<file path="config.mk">
export PLATFORM = sky130hd
export DESIGN_NAME = regfile_wr_ctrl
export DESIGN_NICKNAME = d
export VERILOG_FILES = /design/src/rtl/regfile_pkg.sv /design/src/rtl/onehot_decd.sv /design/src/rtl/regfile_wr_ctrl.sv
export SDC_FILE = /design/constraint.sdc
export NUM_CORES = 1
export LEC_CHECK = 0
export BUFFER_PORTS_ARGS = -buffer_cell sky130_fd_sc_hd__buf_2
export CAP_MARGIN = 0
export CORE_ASPECT_RATIO = 2
export CORE_MARGIN = 2
export CORE_UTILIZATION = 51
export DETAILED_ROUTE_END_ITERATION = 16
export PLACE_DENSITY = 0.86
export SYNTH_ARGS = -nofsm -noshare
export SYNTH_HDL_FRONTEND = slang
export SYNTH_SLANG_ARGS = --single-unit
</file>
<file path="constraint.sdc">
create_clock -name clock -period 2.05 [get_ports clock]
set_input_delay 0.1025 -clock clock [delete_from_list [all_inputs] [get_ports clock]]
set_output_delay 0.1025 -clock clock [all_outputs]
set_load 0.01 [all_outputs]
</file>
<file path="src/rtl/regfile_pkg.sv">
// Shared sizing and one-hot decode helpers for the register-file write path.
// Declarations only: no state, no latency, no flow control.
package regfile_pkg;

  localparam int DEF_ADDR_W    = 5;
  localparam int ONEHOT_MAX_AW = 8;
  localparam int ONEHOT_MAX_N  = 1 << ONEHOT_MAX_AW;

  function automatic int reg_count(input int addr_w);
    return 1 << addr_w;
  endfunction

  // Decodes at the widest supported address; callers truncate to their own register count.
  function automatic logic [ONEHOT_MAX_N-1:0] onehot(input logic [ONEHOT_MAX_AW-1:0] addr);
    logic [ONEHOT_MAX_N-1:0] v;
    v       = '0;
    v[addr] = 1'b1;
    return v;
  endfunction

endpackage

</file>
<file path="src/rtl/onehot_decd.sv">
// Enable-gated address to one-hot decoder with optional masking of entry 0.
// Purely combinational; no backpressure.
module onehot_decd
  import regfile_pkg::*;
#(
  parameter int ADDR_W    = DEF_ADDR_W,
  parameter bit ZERO_MASK = 1'b1,
  localparam int NREG     = reg_count(ADDR_W)
) (
  input  logic              en,
  input  logic [ADDR_W-1:0] addr,
  output logic [NREG-1:0]   dec
);

  always_comb begin
    dec = '0;
    if (en) begin
      dec = NREG'(onehot(ONEHOT_MAX_AW'(addr)));
    end
    if (ZERO_MASK) begin
      dec[0] = 1'b0;
    end
  end

endmodule

</file>
<file path="src/rtl/regfile_wr_ctrl.sv">
// Register-file write control: per-register write enables, port-B select, collision flag, pending scoreboard.
// Decode outputs take 1 cycle when OUT_REG=1, else combinational; rd_stall is combinational from pending; no backpressure.
module regfile_wr_ctrl
  import regfile_pkg::*;
#(
  parameter int ADDR_W  = DEF_ADDR_W,
  parameter bit ZERO_RO = 1'b1,
  parameter bit OUT_REG = 1'b1,
  localparam int NREG   = reg_count(ADDR_W)
) (
  input  logic              clock,
  input  logic              ctrl_reset_n,
  input  logic              wr_en_a,
  input  logic [ADDR_W-1:0] wr_addr_a,
  input  logic              wr_en_b,
  input  logic [ADDR_W-1:0] wr_addr_b,
  input  logic              iss_en,
  input  logic [ADDR_W-1:0] iss_addr,
  input  logic [ADDR_W-1:0] rd_addr_a,
  input  logic [ADDR_W-1:0] rd_addr_b,
  output logic [NREG-1:0]   we_onehot,
  output logic [NREG-1:0]   sel_b,
  output logic              collision,
  output logic [NREG-1:0]   pending,
  output logic              rd_stall
);

  logic [NREG-1:0] dec_a;
  logic [NREG-1:0] dec_b;
  logic [NREG-1:0] iss_dec;
  logic [NREG-1:0] we_d;
  logic [NREG-1:0] sel_d;
  logic            collision_d;
  logic [NREG-1:0] pending_d;
  logic [NREG-1:0] pending_q;

  onehot_decd #(.ADDR_W(ADDR_W), .ZERO_MASK(ZERO_RO)) u_dec_a (
    .en   (wr_en_a),
    .addr (wr_addr_a),
    .dec  (dec_a)
  );

  onehot_decd #(.ADDR_W(ADDR_W), .ZERO_MASK(ZERO_RO)) u_dec_b (
    .en   (wr_en_b),
    .addr (wr_addr_b),
    .dec  (dec_b)
  );

  onehot_decd #(.ADDR_W(ADDR_W), .ZERO_MASK(ZERO_RO)) u_dec_iss (
    .en   (iss_en),
    .addr (iss_addr),
    .dec  (iss_dec)
  );

  // Port B's data wins a same-register write, so its decode is the select.
  always_comb begin
    we_d        = dec_a | dec_b;
    sel_d       = dec_b;
    collision_d = |(dec_a & dec_b);
    pending_d   = (pending_q & ~we_d) | iss_dec;
  end

  always_ff @(posedge clock) begin
    if (!ctrl_reset_n) begin
      pending_q <= '0;
    end else begin
      pending_q <= pending_d;
    end
  end

  assign pending  = pending_q;
  assign rd_stall = pending_q[rd_addr_a] | pending_q[rd_addr_b];

  generate
    if (OUT_REG) begin : g_out_reg
      logic [NREG-1:0] we_q;
      logic [NREG-1:0] sel_q;
      logic            collision_q;

      always_ff @(posedge clock) begin
        if (!ctrl_reset_n) begin
          we_q        <= '0;
          sel_q       <= '0;
          collision_q <= 1'b0;
        end else begin
          we_q        <= we_d;
          sel_q       <= sel_d;
          collision_q <= collision_d;
        end
      end

      assign we_onehot = we_q;
      assign sel_b     = sel_q;
      assign collision = collision_q;
    end else begin : g_out_comb
      assign we_onehot = we_d;
      assign sel_b     = sel_d;
      assign collision = collision_d;
    end
  endgenerate

endmodule

</file>
==> run summary, run 1 <==
The run finished, with violations left. The checks that failed: negative setup slack. Number of buffers and inverters on the critical path: 1.

The run gives 0.4606 as the met2 track utilization from global routing. Summing all multi-input logic gate instances after layout gives 0.001987 sq mm. Final-report max-slew violation count: 0.

The H-tree was split into 3 levels. The tools report the global-route total usage across every layer as 0.2862. In this design, the largest share of critical-path delay is due to multiplexers. The floorplan step set the die width to 66.93 um. Maximum fanout along the worst path: 3. The number of different library cells used by synthesis comes to 49.

Type of the most critical hold path: input pin to flip-flop. Fraction of the cycle the final worst path needs: 1.016. For this run, the number of standard cells in the final layout without fillers is 650. The number of diodes was 0. The tools report the worst hold endpoint as sel_b[16].

The die covers 0.008690 sq mm. The worst register-to-register path has a depth of 3. Counting instances, the worst hold path has a depth of 2. Timing would allow up to 480.2 MHz. Detailed routing inserted a total of 3900 vias. The number of global-route vias before repair came out at 3474.

Across all register-to-register paths, the minimum setup slack is 1200 ps. The synthesis-to-layout area growth is 24.88%. The detailed router's first-iteration violation count is 438, and the routed wire length is 12.18 mm.

The count of input and output buffers was 124. The tools report the number of nets with antenna violations after routing as 0. The worst hold path begins at wr_addr_b[2].

Synthesis produced a netlist whose cell count is 430. STA classifies the critical path endpoint as a primary output. The total overflow left after global routing is 0.

The biggest area contributor in the post-synthesis netlist is sky130_fd_sc_hd__dfxtp_1. The area of the core was 0.007828 sq mm; the number of top-level pins was 128. The synthesis-stage register bit count works out to 94. Share of async-settable or async-resettable flops after synthesis: 0. The initialized floorplan defines 46 standard-cell rows. Data arrives at the worst endpoint at 1980 ps. Critical path class: flip-flop to primary output.

Share of cells above drive strength 1: 0.3574. In the routed layout, each cell is associated on average with a via count of 6.000. The first global-routing pass estimated 18.43 mm of wire.

The number of clock buffers added by TritonCTS is 9. The post-detailed-placement half-perimeter wirelength is 8.465 mm, and the average wire per cell in the routed design is 18.73 um. For the post-synthesis sequential area ratio, the log shows 0.4659.

The most common flop cell mapped by yosys was sky130_fd_sc_hd__dfxtp_1. The number of antenna violations at the first check in global routing is 0. The library cells used most frequently in the layout, excluding fill and tap cells, are sky130_fd_sc_hd__buf_2 (124), sky130_fd_sc_hd__nor2_1 (98), sky130_fd_sc_hd__dfxtp_1 (73), sky130_fd_sc_hd__nand2_1 (32), sky130_fd_sc_hd__a22oi_1 (30). The final number of hold-violating endpoints was 0; the number of maximum-capacitance violations was 0.

The clock net sink count came out at 94. Yosys printed 0 warnings. Power spread over the standard cell area amounts to 740.6 mW/mm^2. Fill cells in the final layout number 675. The first detailed-routing pass ran for 6 iterations. The clock arrives with 0 ps of skew. The cell sitting at the root of the clock tree is a sky130_fd_sc_hd__clkbuf_16. The largest stage delay on the critical path was 470 ps. The slowest stage of the critical path belongs to the cell sky130_fd_sc_hd__mux4_2.

The global-route track usage on met1 was 0.3656. After synthesis, the cell types taking the most area are sky130_fd_sc_hd__dfxtp_1 (47%), sky130_fd_sc_hd__nor2_1 (9.1%), sky130_fd_sc_hd__o22a_1 (6.3%). The startpoint identified for the worst register-to-register timing path is pending[22]. The clock reaches the later pin of the worst-skew pair after 340 ps. Post-synthesis instance area: 0.004039 sq mm.

The synthesized area per cell works out to 9.393 sq um. Counting flops with a built-in enable in the synthesized netlist gives 0. For the worst setup path, the data required time is 1950 ps.

Traced cell by cell, the critical path runs through mux4_2 > mux4_2 > nor2_1 > o221ai_1 > buf_2. The number of setup violations in the final report was 1; the worst relative slew slack was 0.4815. The vertical die dimension was 129.9 um; the initial cell density of the core was 0.5160. After detailed routing, the number of remaining DRC violations is 0. Share of the synthesized area in the top cell type: 0.4659. The logs give 626 for the count of placed standard cells including taps and 0.6443 for the utilization of the core after routing. The longest clock path from root to sink contains 2 buffers. The congestion estimate from routability-driven global placement came to 0.9484. For this design, the CTS-stage hold fixing added 0 buffers. The commonest non-fill, non-tap cell in the layout was sky130_fd_sc_hd__buf_2.

The end of the worst register-to-register path was pending[22]. met2 is the most crowded layer. STA classifies the critical path startpoint as a flip-flop. The cell that appears most often on the critical path is sky130_fd_sc_hd__mux4_2.

In this run the static leakage power is 2.215 nW. Overall power consumption after layout is estimated at 0.003735 W. The met3 layer usage reported by global route was 0.06207; the final-stage net count was 580. The peak supply drop came out at 486.6 uV. Across the whole layout, storage elements account for 0.001908 sq mm. After clock tree synthesis, the clock-pin slew on the worst setup and hold paths is 60 ps. TritonCTS built the clock tree. For the post-route worst setup slack, the log shows -32.62 ps.

The pin count of the biggest net entering global routing was 66. The post-layout minimum cycle time works out to 2083 ps. Setup repair after global routing could not meet its margin everywhere. For the pin with the worst max-slew slack, the measured transition is 774.9 ps.
area by class of cell:
cell class	count	share of cell area
Tap cell	96	0.02382
Clock buffer	10	0.04540
Clock inverter	5	0.007194
Timing Repair Buffer	139	0.1469
Sequential cell	94	0.3783
Inverter	6	0.004465
Multi-Input combinational cell	300	0.3939
layer usage:
metal / up-vias / wire length [um]
li1: 1775 / -
met1: 1824 / 4670
met2: 266 / 5961
met3: 35 / 1165
met4: 0 / 378
met5: - / 0
power by group:
group	internal [W]	switching [W]	total (W)
registers	0.00184	0.0000108	0.00186
clock network	0.000818	0.000721	0.00154
logic	0.000119	0.000222	0.000342
total	0.00278	0.000954	0.00374
sequential cells by signal (all words and copies together) (netlist names):
register / count
we_onehot: 31
pending: 31
sel_b: 31
collision: 1
through the flow:
step | TNS [ps] | instance area [sq um] | hold WS [ps] | setup slack, ps
finish | -32.62 | 5044 | 86.43 | -32.62
global route | -87.87 | 5044 | 117.1 | -87.87
CTS | -39.87 | 5021 | 87.73 | -39.87
detailed placement | 0 | 4683 | 447.1 | 172.6
global placement | 0 | 4683 | 441.6 | 190.1
floorplan | 0 | 4046 | 261.0 | 412.3
Yosys cell counts (2+ instances only):
| cell | number |
|---|---|
| sky130_fd_sc_hd__nand2_1 | 32 |
| sky130_fd_sc_hd__nor2_1 | 98 |
| sky130_fd_sc_hd__mux4_2 | 8 |
| sky130_fd_sc_hd__clkbuf_1 | 17 |
| sky130_fd_sc_hd__and3b_1 | 3 |
| sky130_fd_sc_hd__nand2b_1 | 2 |
| sky130_fd_sc_hd__inv_1 | 6 |
| sky130_fd_sc_hd__a21oi_1 | 4 |
| sky130_fd_sc_hd__buf_2 | 8 |
| sky130_fd_sc_hd__a32oi_1 | 3 |
| sky130_fd_sc_hd__a22oi_1 | 30 |
| sky130_fd_sc_hd__o21ai_0 | 4 |
| sky130_fd_sc_hd__a2111oi_0 | 2 |
| sky130_fd_sc_hd__buf_4 | 3 |
| sky130_fd_sc_hd__nand3_1 | 11 |
| sky130_fd_sc_hd__or2_2 | 3 |
| sky130_fd_sc_hd__buf_1 | 3 |
| sky130_fd_sc_hd__mux2i_1 | 4 |
| sky130_fd_sc_hd__nor3b_1 | 7 |
| sky130_fd_sc_hd__dfxtp_1 | 94 |
| sky130_fd_sc_hd__o22a_1 | 29 |
| sky130_fd_sc_hd__nor2b_1 | 7 |
| sky130_fd_sc_hd__and3_1 | 3 |
| sky130_fd_sc_hd__mux4_1 | 7 |
| sky130_fd_sc_hd__nor3_1 | 10 |
| sky130_fd_sc_hd__mux2_2 | 4 |
| sky130_fd_sc_hd__nor4bb_1 | 2 |
| sky130_fd_sc_hd__nand4_1 | 3 |
| sky130_fd_sc_hd__and2_1 | 3 |
repair_timing:
action	CTS	global route
setup endpoints to repair	1	1
pin swaps	1	3
buffers inserted	9	0
resized for setup	21	12
worst max path at each step:
stage / from / slack, ps / cells after the start / end
2_1_floorplan: pending[27] / 410 / 4 / rd_stall
3_3_place_gp: rd_addr_a[0] / 190 / 6 / rd_stall
3_5_place_dp: rd_addr_a[0] / 170 / 6 / rd_stall
4_1_cts: pending[18] / -40 / 5 / rd_stall
5_1_grt: pending[18] / -90 / 5 / rd_stall
6_report: pending[15] / -30 / 5 / rd_stall
cell families after synthesis:
logic type,after synthesis,share of synthesized area
buf+inv,38,0.04244
mux,23,0.1112
xor+xnor,2,0.004338
simple gates,189,0.2128
compound gates,83,0.1623
flops,94,0.4659
other cells,1,0.0009285
(Power assumes the default switching activity.)
==> run 2: changes to the inputs <==
--- a/config.mk
+++ b/config.mk
@@ -8,7 +8,7 @@
 export BUFFER_PORTS_ARGS = -buffer_cell sky130_fd_sc_hd__buf_2
 export CAP_MARGIN = 0
 export CORE_ASPECT_RATIO = 2
-export CORE_MARGIN = 2
+export CORE_MARGIN = 10
 export CORE_UTILIZATION = 51
 export DETAILED_ROUTE_END_ITERATION = 16
 export PLACE_DENSITY = 0.86
==> run 2 against run 1 <==
  * The flow still finishes with violations (negative setup slack)
  * Cell count down 0.92%
  * Global-route usage down 7.3 points
  * Clock power up 3%
  * Worst hold slack better by 22 ps
  * Critical path depth unchanged
  * Combinational power up 4%
  * Non-clock buffer count down 5
  * First-iteration DRC count down 6.8%
  * Count of clock-buffer cells in the layout down 1
  * Sequential power about the same
  * Highest routed layer unchanged
==> run summary, run 2 (synthesized netlist as in run 1, its figures left out) <==
Clock slew seen by the registers of the worst setup and hold paths: 70 ps (about the same). The run gives 350 ps (about the same) as the insertion delay of the later-clocked pin in the worst-skew pair. The number of top-level pins is 128 (unchanged).

The die width works out to 82.93 um (+24%). The instance count on the critical path was 5 (unchanged); the number of maximum-capacitance violations was 0 (unchanged). The required time reported for the critical path endpoint is 1950 ps (about the same), and the global-route total usage across every layer is 0.2134 (-0.07278). The first-pass GRT wire length came out at 20.89 mm (+13%).

The tools report the final number of hold-violating endpoints as 0 (unchanged). The post-route worst setup slack is -157.4 ps (-124.7 ps), and the share of cells above drive strength 1 is 0.3200 (-0.03740). The tools report the worst setup path endpoint as rd_stall. For the floorplan row count, the log shows 45 (-2.2%). The number of setup violations in the final report was 1 (unchanged). The final-stage net count was 575 (-0.86%). The final worst hold slack was 108.0 ps (+21.58 ps). Setup repair after global routing could not meet its margin everywhere. Pin count of the biggest net entering global routing: 48 (-27%).

For the post-detailed-placement half-perimeter wirelength, the log shows 10.48 mm (+24%). The post-CTS setup buffer count is 0 (-9), and the worst-case setup slack after placement is 93.16 ps (-79.45 ps). The run gives 684 (+1.3%) as the fill cell instance count of the final layout.

The run finished, with violations left. On the critical path the largest part of the delay comes from multiplexers. The final reports fail on negative setup slack. The cell leakage power was 2.208 nW (-0.32%). Post-layout minimum cycle time: 2207 ps (+124.7 ps). STA classifies the critical path endpoint as a primary output.

The logs give 0.003801 W (+1.8%) for the total power and 0.007657 sq mm (-2.2%) for the area of the core. The number of nets with antenna violations after routing is 0 (unchanged), and the maximum level of the CTS H-tree is 3 (unchanged). For the internal reg-to-reg setup slack, the log shows 1340 ps (+140 ps).

TritonCTS built the clock tree. The critical path in this run is classified as flip-flop to primary output. The detailed router's first-iteration violation count is 408 (-6.8%). The critical path launch point is pending[31].

The number of antenna violations at the first check in global routing was 0 (unchanged). The die footprint is 0.01209 sq mm (+39%), and the transition time at the pin with the least slew margin is 587.2 ps (-187.7 ps). The tools report the final-report max-slew violation count as 0 (unchanged). The cell seen most often among critical-path stages is sky130_fd_sc_hd__mux4_2. The length of the first detailed-routing pass in iterations is 8 (+2). Maximum fanout along the worst path: 4 (+1). The fraction of the cycle the final worst path needs works out to 1.077 (+0.06085).

The detail-routed via count per cell works out to 6.039 (+0.65%). The peak supply drop was 516.1 uV (+6.1%). The setup clock skew after layout was 0 ps (unchanged). The critical path goes through mux4_2 > mux4_2 > nor2_2 > o221ai_2 > buf_2. Leaving out fill and tap cells, the most frequent cell in the layout is sky130_fd_sc_hd__buf_2.

The tools report the final RePlAce weighted congestion as 1.004 (+5.9%). STA classifies the critical path startpoint as a flip-flop. The data arrival time at the worst-slack endpoint came out at 2100 ps (+120 ps). The tools report the end of the worst register-to-register path as pending[1]. For the number of vias in the routed layout, the log shows 3889 (-0.28%). The path class of the tightest hold or removal check is input pin to flip-flop. The origin of the critical flop-to-flop path was pending[1]. The aggregate global routing overflow was 0 (unchanged); the number of cells on the worst hold path was 3 (+1). The tools report the clock net sink count as 94 (unchanged). Clock root buffer master: sky130_fd_sc_hd__clkbuf_16. For the maximum count of clock buffers along a single path, the log shows 2 (unchanged). The routed wire length came out at 13.59 mm (+12%).

The largest stage delay on the critical path was 510 ps (+40 ps); the worst relative slew slack was 0.6077 (+0.1262). The vertical die dimension is 145.9 um (+12%), and the initial cell density of the core is 0.5275 (+0.01147). In the layout the commonest cells are sky130_fd_sc_hd__buf_2 (124), sky130_fd_sc_hd__nor2_1 (97), sky130_fd_sc_hd__dfxtp_1 (91), sky130_fd_sc_hd__nand2_1 (32), sky130_fd_sc_hd__a22oi_1 (30).

For the fmax, the log shows 453.0 MHz (-5.7%). The tools report the final total negative setup slack as -157.4 ps (-124.7 ps). The number of buffers inserted during clock tree synthesis was 9 (unchanged); the synthesis-to-layout area growth was 23.64%. The number of diodes was 0 (unchanged); the number of remaining DRC errors was 0 (unchanged).

The cell area power density came out at 761.2 mW/mm^2 (+2.8%). Depth of the worst register-to-register path: 2 (-1). The run gives 3862 (+11%) as the number of global-route vias before repair.

The average wire per cell in the routed design was 21.09 um (+13%); the number of buffers and inverters on the critical path was 1 (unchanged). Among all stages on the critical path, the largest delay is contributed by sky130_fd_sc_hd__mux4_2. Count of input and output buffers: 124 (unchanged).
## run 2: through the flow
stage | util | cell area, sq um | std cells
floorplan | - | 4046 | 432
global placement | 0.6152 | 4711 | 628
detailed placement | 0.6152 | 4711 | 628
CTS | 0.6500 | 4977 | 644
global route | 0.6521 | 4994 | 644
finish | 0.6521 | 4994 | 644
## run 2: cell type report
type / count / area (sq um) / share of cell area
Clock buffer: 9 / 225.2 / 0.04510
Clock inverter: 7 / 55.05 / 0.01102
Inverter: 6 / 22.52 / 0.004510
Multi-Input combinational cell: 300 / 1992 / 0.3989
Sequential cell: 94 / 1886 / 0.3776
Tap cell: 94 / 117.6 / 0.02355
Timing Repair Buffer: 134 / 695.7 / 0.1393
## run 2: where the power goes
group	switching, W	leakage, nW	total [W]	internal (W)
logic	0.000234	1.30	0.000355	0.000121
clock network	0.000751	0.144	0.00159	0.000841
registers	0.0000102	0.760	0.00185	0.00184
## run 2: worst min-delay path by stage
stage	slack [ps]	start	to
finish	110	wr_addr_b[1]	sel_b[14]
floorplan	260	ctrl_reset_n	sel_b[30]
global placement	460	ctrl_reset_n	sel_b[11]
detailed placement	460	wr_addr_b[1]	sel_b[14]
global route	130	wr_addr_b[1]	sel_b[14]
CTS	100	wr_addr_b[1]	sel_b[14]
## run 2: per-layer routing
layer,track usage,vias up,wire (um)
li1,-,1768,-
met1,0.2039,1799,4554
met2,0.3789,262,7078
met3,0.06943,60,1225
met4,0.1344,0,727
met5,0,-,0
## run 2: repair_timing
| action | CTS | global route |
|---|---|---|
| pin swaps | 0 | 1 |
| hold buffers | 0 | 0 |
| setup endpoints to repair | 1 | 1 |
| resized for setup | 5 | 5 |
## run 2: worst register-to-register path, cell delays in order (launching register included)
cell and delay, ps:
sky130_fd_sc_hd__dfxtp_1 350, sky130_fd_sc_hd__a22oi_1 180, sky130_fd_sc_hd__nor2_1 60
